===== src/rtl/exe_stage_pkg.sv =====
// rtl/exe_stage_pkg.sv - shared widths, opcodes and multiply FSM encoding for the execute stage
package exe_stage_pkg;
  localparam int DSIZE = 16;
  localparam int ISIZE = 16;
  localparam int ASIZE = 4;

  localparam logic [3:0] OP_ADD = 4'd0;
  localparam logic [3:0] OP_SUB = 4'd1;
  localparam logic [3:0] OP_AND = 4'd2;
  localparam logic [3:0] OP_OR  = 4'd3;
  localparam logic [3:0] OP_XOR = 4'd4;
  localparam logic [3:0] OP_SLL = 4'd5;
  localparam logic [3:0] OP_SRL = 4'd6;
  localparam logic [3:0] OP_MUL = 4'd7;
  localparam logic [3:0] OP_LW  = 4'd8;
  localparam logic [3:0] OP_SW  = 4'd9;
  localparam logic [3:0] OP_BEQ = 4'd10;

  typedef enum logic [1:0] {
    S_IDLE = 2'd0,
    S_BUSY = 2'd1,
    S_DONE = 2'd2
  } mul_state_t;
endpackage


===== src/rtl/exe_stage_mul.sv =====
// rtl/exe_stage_mul.sv - iterative shift-add multiplier, one partial product per cycle
module seq_mul #(
  parameter int W = 16
) (
  input  logic         clk,
  input  logic         rst,
  input  logic         start,
  input  logic [W-1:0] a,
  input  logic [W-1:0] b,
  output logic         busy,
  output logic         done,
  output logic [W-1:0] product
);
  import exe_stage_pkg::*;

  localparam int CNT_W = $clog2(W);

  mul_state_t       state, state_nx;
  logic [CNT_W-1:0] cnt;
  logic [W-1:0]     mcand, mplier, acc;

  always_comb begin
    state_nx = state;
    busy     = 1'b0;
    done     = 1'b0;
    case (state)
      S_IDLE: begin
        if (start) begin
          busy     = 1'b1;
          state_nx = S_BUSY;
        end
      end
      S_BUSY: begin
        busy = 1'b1;
        if (cnt == '0) state_nx = S_DONE;
      end
      S_DONE: begin
        done     = 1'b1;
        state_nx = S_IDLE;
      end
      default: state_nx = S_IDLE;
    endcase
  end

  always_ff @(posedge clk or negedge rst) begin
    if (!rst) begin
      state  <= S_IDLE;
      cnt    <= '0;
      mcand  <= '0;
      mplier <= '0;
      acc    <= '0;
    end else begin
      state <= state_nx;
      if (state == S_IDLE && start) begin
        mcand  <= a;
        mplier <= b;
        acc    <= '0;
        cnt    <= CNT_W'(W - 1);
      end else if (state == S_BUSY) begin
        // only the low W bits of the product survive, so mcand may shift out freely
        if (mplier[0]) acc <= acc + mcand;
        mcand  <= mcand << 1;
        mplier <= mplier >> 1;
        if (cnt != '0) cnt <= cnt - 1'b1;
      end
    end
  end

  assign product = acc;
endmodule


===== src/rtl/exe_stage.sv =====
// rtl/exe_stage.sv - execute stage: ALU, branch resolve, multi-cycle multiply and EXE/MEM register
module exe_stage #(
  parameter int DSIZE = exe_stage_pkg::DSIZE,
  parameter int ISIZE = exe_stage_pkg::ISIZE,
  parameter int ASIZE = exe_stage_pkg::ASIZE
) (
  input  logic             clk,
  input  logic             rst,
  input  logic [DSIZE-1:0] rdata1_in,
  input  logic [DSIZE-1:0] rdata2_in,
  input  logic [DSIZE-1:0] imm_in,
  input  logic [3:0]       opcode_in,
  input  logic             alusrc_in,
  input  logic [ASIZE-1:0] waddr_in,
  input  logic             branch_in,
  input  logic             memRead_in,
  input  logic             memWrite_in,
  input  logic             memtoReg_in,
  input  logic             wen_in,
  input  logic [ISIZE-1:0] pc_in,
  output logic [DSIZE-1:0] alu_result_out,
  output logic [DSIZE-1:0] wdata_out,
  output logic [ASIZE-1:0] waddr_out,
  output logic             memRead_out,
  output logic             memWrite_out,
  output logic             memtoReg_out,
  output logic             wen_out,
  output logic             branch_taken_out,
  output logic [ISIZE-1:0] branch_target_out,
  output logic             stall_out
);
  import exe_stage_pkg::*;

  logic [DSIZE-1:0] op_b, alu_res, mul_product;
  logic [ISIZE-1:0] target;
  logic             is_mul, is_beq, in_mul, start_fire, mul_busy, mul_done;

  logic [DSIZE-1:0] h_wdata;
  logic [ASIZE-1:0] h_waddr;
  logic [ISIZE-1:0] h_target;
  logic             h_mr, h_mw, h_mtr, h_wen;

  assign op_b       = alusrc_in ? imm_in : rdata2_in;
  assign is_mul     = (opcode_in == OP_MUL);
  assign is_beq     = (opcode_in == OP_BEQ);
  assign target     = pc_in + imm_in[ISIZE-1:0];
  // in_mul stays high through DONE so the still-present MUL cannot restart the multiplier
  assign start_fire = is_mul & ~in_mul;
  assign stall_out  = mul_busy & rst;

  seq_mul #(.W(DSIZE)) u_mul (
    .clk     (clk),
    .rst     (rst),
    .start   (start_fire),
    .a       (rdata1_in),
    .b       (op_b),
    .busy    (mul_busy),
    .done    (mul_done),
    .product (mul_product)
  );

  always_comb begin
    alu_res = '0;
    case (opcode_in)
      OP_ADD, OP_LW, OP_SW: alu_res = rdata1_in + op_b;
      OP_SUB:               alu_res = rdata1_in - op_b;
      OP_AND:               alu_res = rdata1_in & op_b;
      OP_OR:                alu_res = rdata1_in | op_b;
      OP_XOR:               alu_res = rdata1_in ^ op_b;
      OP_SLL:               alu_res = rdata1_in << op_b[3:0];
      OP_SRL:               alu_res = rdata1_in >> op_b[3:0];
      default:              alu_res = '0;
    endcase
  end

  always_ff @(posedge clk or negedge rst) begin
    if (!rst) begin
      in_mul   <= 1'b0;
      h_wdata  <= '0;
      h_waddr  <= '0;
      h_target <= '0;
      h_mr     <= 1'b0;
      h_mw     <= 1'b0;
      h_mtr    <= 1'b0;
      h_wen    <= 1'b0;
    end else begin
      if (mul_done) in_mul <= 1'b0;
      else if (start_fire) in_mul <= 1'b1;
      if (start_fire) begin
        h_wdata  <= rdata2_in;
        h_waddr  <= waddr_in;
        h_target <= target;
        h_mr     <= memRead_in;
        h_mw     <= memWrite_in;
        h_mtr    <= memtoReg_in;
        h_wen    <= wen_in;
      end
    end
  end

  always_ff @(posedge clk or negedge rst) begin
    if (!rst) begin
      alu_result_out    <= '0;
      wdata_out         <= '0;
      waddr_out         <= '0;
      memRead_out       <= 1'b0;
      memWrite_out      <= 1'b0;
      memtoReg_out      <= 1'b0;
      wen_out           <= 1'b0;
      branch_taken_out  <= 1'b0;
      branch_target_out <= '0;
    end else if (mul_done) begin
      alu_result_out    <= mul_product;
      wdata_out         <= h_wdata;
      waddr_out         <= h_waddr;
      memRead_out       <= h_mr;
      memWrite_out      <= h_mw;
      memtoReg_out      <= h_mtr;
      wen_out           <= h_wen;
      branch_taken_out  <= 1'b0;
      branch_target_out <= h_target;
    end else if (stall_out) begin
      alu_result_out    <= '0;
      wdata_out         <= '0;
      waddr_out         <= '0;
      memRead_out       <= 1'b0;
      memWrite_out      <= 1'b0;
      memtoReg_out      <= 1'b0;
      wen_out           <= 1'b0;
      branch_taken_out  <= 1'b0;
      branch_target_out <= '0;
    end else begin
      alu_result_out    <= alu_res;
      wdata_out         <= rdata2_in;
      waddr_out         <= waddr_in;
      memRead_out       <= memRead_in & ~is_beq;
      memWrite_out      <= memWrite_in & ~is_beq;
      memtoReg_out      <= memtoReg_in;
      wen_out           <= wen_in & ~is_beq;
      branch_taken_out  <= is_beq & branch_in & (rdata1_in == rdata2_in);
      branch_target_out <= target;
    end
  end
endmodule

===== config.mk =====
export PLATFORM = sky130hd
export DESIGN_NAME = exe_stage
export DESIGN_NICKNAME = d
export VERILOG_FILES = /design/src/rtl/exe_stage_pkg.sv /design/src/rtl/exe_stage_mul.sv /design/src/rtl/exe_stage.sv
export SDC_FILE = /design/constraint.sdc
export NUM_CORES = 1
export LEC_CHECK = 0
export CAP_MARGIN = 40
export CORE_UTILIZATION = 45
export CTS_BUF_LIST = sky130_fd_sc_hd__clkbuf_4
export DETAILED_ROUTE_END_ITERATION = 8
export GPL_TIMING_DRIVEN = 1
export PLACE_DENSITY = 0.67
export SYNTH_ARGS = -nofsm -noshare
export SYNTH_HDL_FRONTEND = slang
export SYNTH_SLANG_ARGS = --single-unit

===== constraint.sdc =====
create_clock -name clk -period 4.5 [get_ports clk]
set_input_delay 1.125 -clock clk [delete_from_list [all_inputs] [get_ports clk]]
set_output_delay 1.125 -clock clk [all_outputs]
set_load 0.02 [all_outputs]

==> flow_metrics.env <==
export IMPL_cts_tree="yes"
export IMPL_critPathLaunchType="input pin"
export IMPL_synthAdderAreaFrac=0.0970
export IMPL_maxCapViolations=0
export IMPL_finalSetupTns_ns=0
export IMPL_cts_inserted_buffers=17
export IMPL_grt_max_degree=62
export IMPL_r2r_setup_slack_ns=1.59
export IMPL_synthXorXnorAreaFrac=0.0467
export IMPL_holdWs_ns=0.319
export IMPL_dr_first_iter_drc_count=1022
export IMPL_clk_path_buf_depth=2
export IMPL_status="finished clean"
export IMPL_critPathBufInv=3
export IMPL_clkTransAtPathRegs_ns=0.15
export IMPL_synthTopCellsByArea="dfrtp_1 34%, ha_1 9.2%, nand2_1 7.6%"
export IMPL_intPower_mw=3.00
export IMPL_ys_seq_area_frac=0.344
export IMPL_globalRouteOverflowTotal=0
export IMPL_drtAntennaViolNets=0
export IMPL_tightest_slew_ns=0.900
export IMPL_rsz0062_at_grt="no"
export IMPL_finalCritPeriodShare=0.950
export IMPL_dpl_hpwl_um=28400
export IMPL_clock_skew_ns=0.0299
export IMPL_io_buffer_count=137
export IMPL_reg2regPathDepth=8
export IMPL_dieArea_um2=25200
export IMPL_grt_antenna_before_repair=1
export IMPL_worstPathMaxFanout=4
export IMPL_drc=0
export IMPL_relSlewSlack=0.400
export IMPL_syn_nets=1433
export IMPL_via_per_inst=5.85
export IMPL_critical_path_cell_chain="clkdlybuf4s50_1 > nand4b_1 > o21a_1 > or2_2 > inv_1 > clkdlybuf4s50_1"
export IMPL_p_clk_frac=0.159
export IMPL_cts_resized=0
export IMPL_reg2reg_from="u_mul.state[0]$_DFFE_PN0P_"
export IMPL_core_region_area_um2=24200
export IMPL_row_count=57
export IMPL_postSynthCellCount=1269
export IMPL_synth_edff_count=0
export IMPL_synth_top_area_frac=0.344
export IMPL_yosys_warnings=0
export IMPL_synthSimpleGateAreaFrac=0.160
export IMPL_power_density_nw_per_um2=386
export IMPL_post_cts_buffers=0
export IMPL_initial_utilization=0.457
export IMPL_async_flop_share=1.00
export IMPL_grt_first_pass_wirelength_um=58300
export IMPL_slew_violations=0
export IMPL_power_frac_comb=0.441
export IMPL_cp_required_ns=3.38
export IMPL_clk_latency_ns=0.60
export IMPL_cts_hold_buf=0
export IMPL_pwr_share_seq=0.400
export IMPL_place_congestion=0.955
export IMPL_timing_critical_path_mode_cell="clkdlybuf4s50_1"
export IMPL_io_pins=138
export IMPL_grt_pass1_vias=9787
export IMPL_area_growth_pct=21.3
export IMPL_syn_avg_cell_area_um2=8.72
export IMPL_hold_violations=0
export IMPL_ys_ff_latch=152
export IMPL_ys_top_cells_by_count="223 x nand2_1, 152 x dfrtp_1, 104 x o21ai_0"
export IMPL_clock_fmax_mhz=234
export IMPL_wl_per_cell_um=21.3
export IMPL_p_leak_nw=6.14
export IMPL_slowest_stage="clkdlybuf4s50_1"
export IMPL_regToRegEndpoint="wen_out$_DFF_PN0_"
export IMPL_nets=1597
export IMPL_ys_flop_type="dfrtp_1"
export IMPL_switching_share=0.421
export IMPL_setup_viol_count_final=0
export IMPL_worstPathArrival_ns=3.15
export IMPL_drive_gt1_frac=0.104
export IMPL_cts_root_buffer="clkbuf_4"
export IMPL_p_sw_mw=2.18
export IMPL_first_pass_iters=7
export IMPL_yosys_mux_area_fraction=0.0947
export IMPL_drt_total_wl_um=37800
export IMPL_vdd_ir_drop_max_mv=0.216
export IMPL_cp_depth=6
export IMPL_routed_via_count=10400
export IMPL_syn_area_um2=11100
export IMPL_synth_top_family_by_area="compound AO/OA/AOI/OAI gates"
export IMPL_synth_compound_area_frac=0.210
export IMPL_hold_path_class="in2async"
export IMPL_track_usage=0.300
export IMPL_die_w_um=159
export IMPL_period_needed_ns=4.27
export IMPL_clock_sinks=152
export IMPL_yosysMostFrequentCell="nand2_1"
export IMPL_yosysUniqueCellTypes=75
export IMPL_cpLargestDelayFamily="buffers and inverters"
export IMPL_critPathKind="in2out"
export IMPL_synth_area_leader_cell="dfrtp_1"
export IMPL_worst_path_largest_cell_delay_ns=0.63
export IMPL_die_y_um=159
export IMPL_htreeDepth=4
export IMPL_worstSetupEndpointType="output pin"
export IMPL_total_power_mw=5.19
==> registers in the layout (all words and copies together) (netlist names), 2 cells and up <==
name and count:
u_mul.state 2, u_mul.product 16, waddr_out 4, alu_result_out 16, h_waddr 4, h_wdata 16, h_target 16, u_mul.cnt 4
branch_target_out 16, wdata_out 16, u_mul.mcand 16, u_mul.mplier 16
==> cells by family (layout without fill, tap and decap cells) <==
family                     after synthesis  count (layout)
and+or+nand+nor                        404             404
buffers and inverters                  131             308
xor gates and xnor gates                59              59
AOI/OAI and AO/OA                      346             346
muxes                                   93              93
DFF                                    152             152
other                                    0               1
adders and majority gates               84              84
==> metal layers <==
metal  GRT usage  vias to the layer above  wire length, µm
li1            -                     4872                -
met1       0.427                     4982            17000
met2       0.470                      443            17100
met3      0.0400                       69             2520
met4      0.0988                        0             1170
met5           0                        -                0
==> worst max path at each step <==
| stage | startpoint | to | slack, ns |
|---|---|---|---|
| after floorplan | alusrc_in | alu_result_out[13]$_DFF_PN0_ | 0.15 |
| after global placement | rdata2_in[0] | alu_result_out[15]$_DFF_PN0_ | 0.17 |
| after detailed placement | rdata2_in[0] | alu_result_out[14]$_DFF_PN0_ | 0.13 |
| after CTS | opcode_in[1] | stall_out | 0.24 |
| after global routing | opcode_in[1] | stall_out | 0.14 |
| final | opcode_in[1] | stall_out | 0.23 |
==> placed cells by master, fill, tap and decap left out, types with 37 or more instances in the layout <==
cell,Yosys,routed
mux2i_1,75,75
ha_1,81,81
dfrtp_1,152,152
a21oi_1,58,58
nor2_1,79,77
o21ai_0,104,104
clkdlybuf4s50_1,0,135
a22o_1,37,37
inv_1,60,60
buf_4,1,74
nand2_1,223,223
==> metrics by stage <==
step | std cells | setup WS (ns) | utilization | area, µm²
6_report | 1771 | 0.225 | 0.554 | 13400
5_1_grt | 1771 | 0.140 | 0.554 | 13400
4_1_cts | 1770 | 0.237 | 0.554 | 13400
3_5_place_dp | 1738 | 0.129 | 0.544 | 13200
3_3_place_gp | 1735 | 0.166 | 0.541 | 13100
2_1_floorplan | 1269 | 0.154 | - | 11100
==> worst reg2reg max path, delay by kind of cell, from the launching register on <==
family          cells  cell delay [ns]
flops               1             0.59
buf+inv             3             0.74
compound gates      3             0.74
simple gates        2             0.79
==> power groups by stage <==
stage                     logic [mW]  registers [mW]  clock network, mW
after floorplan                 1.33            2.16                  0
after CTS                       2.27            2.07              0.841
after detailed placement        2.26            2.10                  0
after global routing            2.51            2.13              0.895
after global placement          2.23            2.09                  0
final                           2.28            2.08              0.825
==> cell type report <==
cell class | count | area (µm²)
repair buffers | 214 | 1980
diodes | 1 | 2.50
clock inverters | 15 | 119
well taps | 324 | 405
inverters | 62 | 235
multi-input cells | 986 | 6760
flip-flops and latches | 152 | 3800
clock buffers | 17 | 128
fillers | 2222 | 10800
Power figures use the tool's default switching activity.
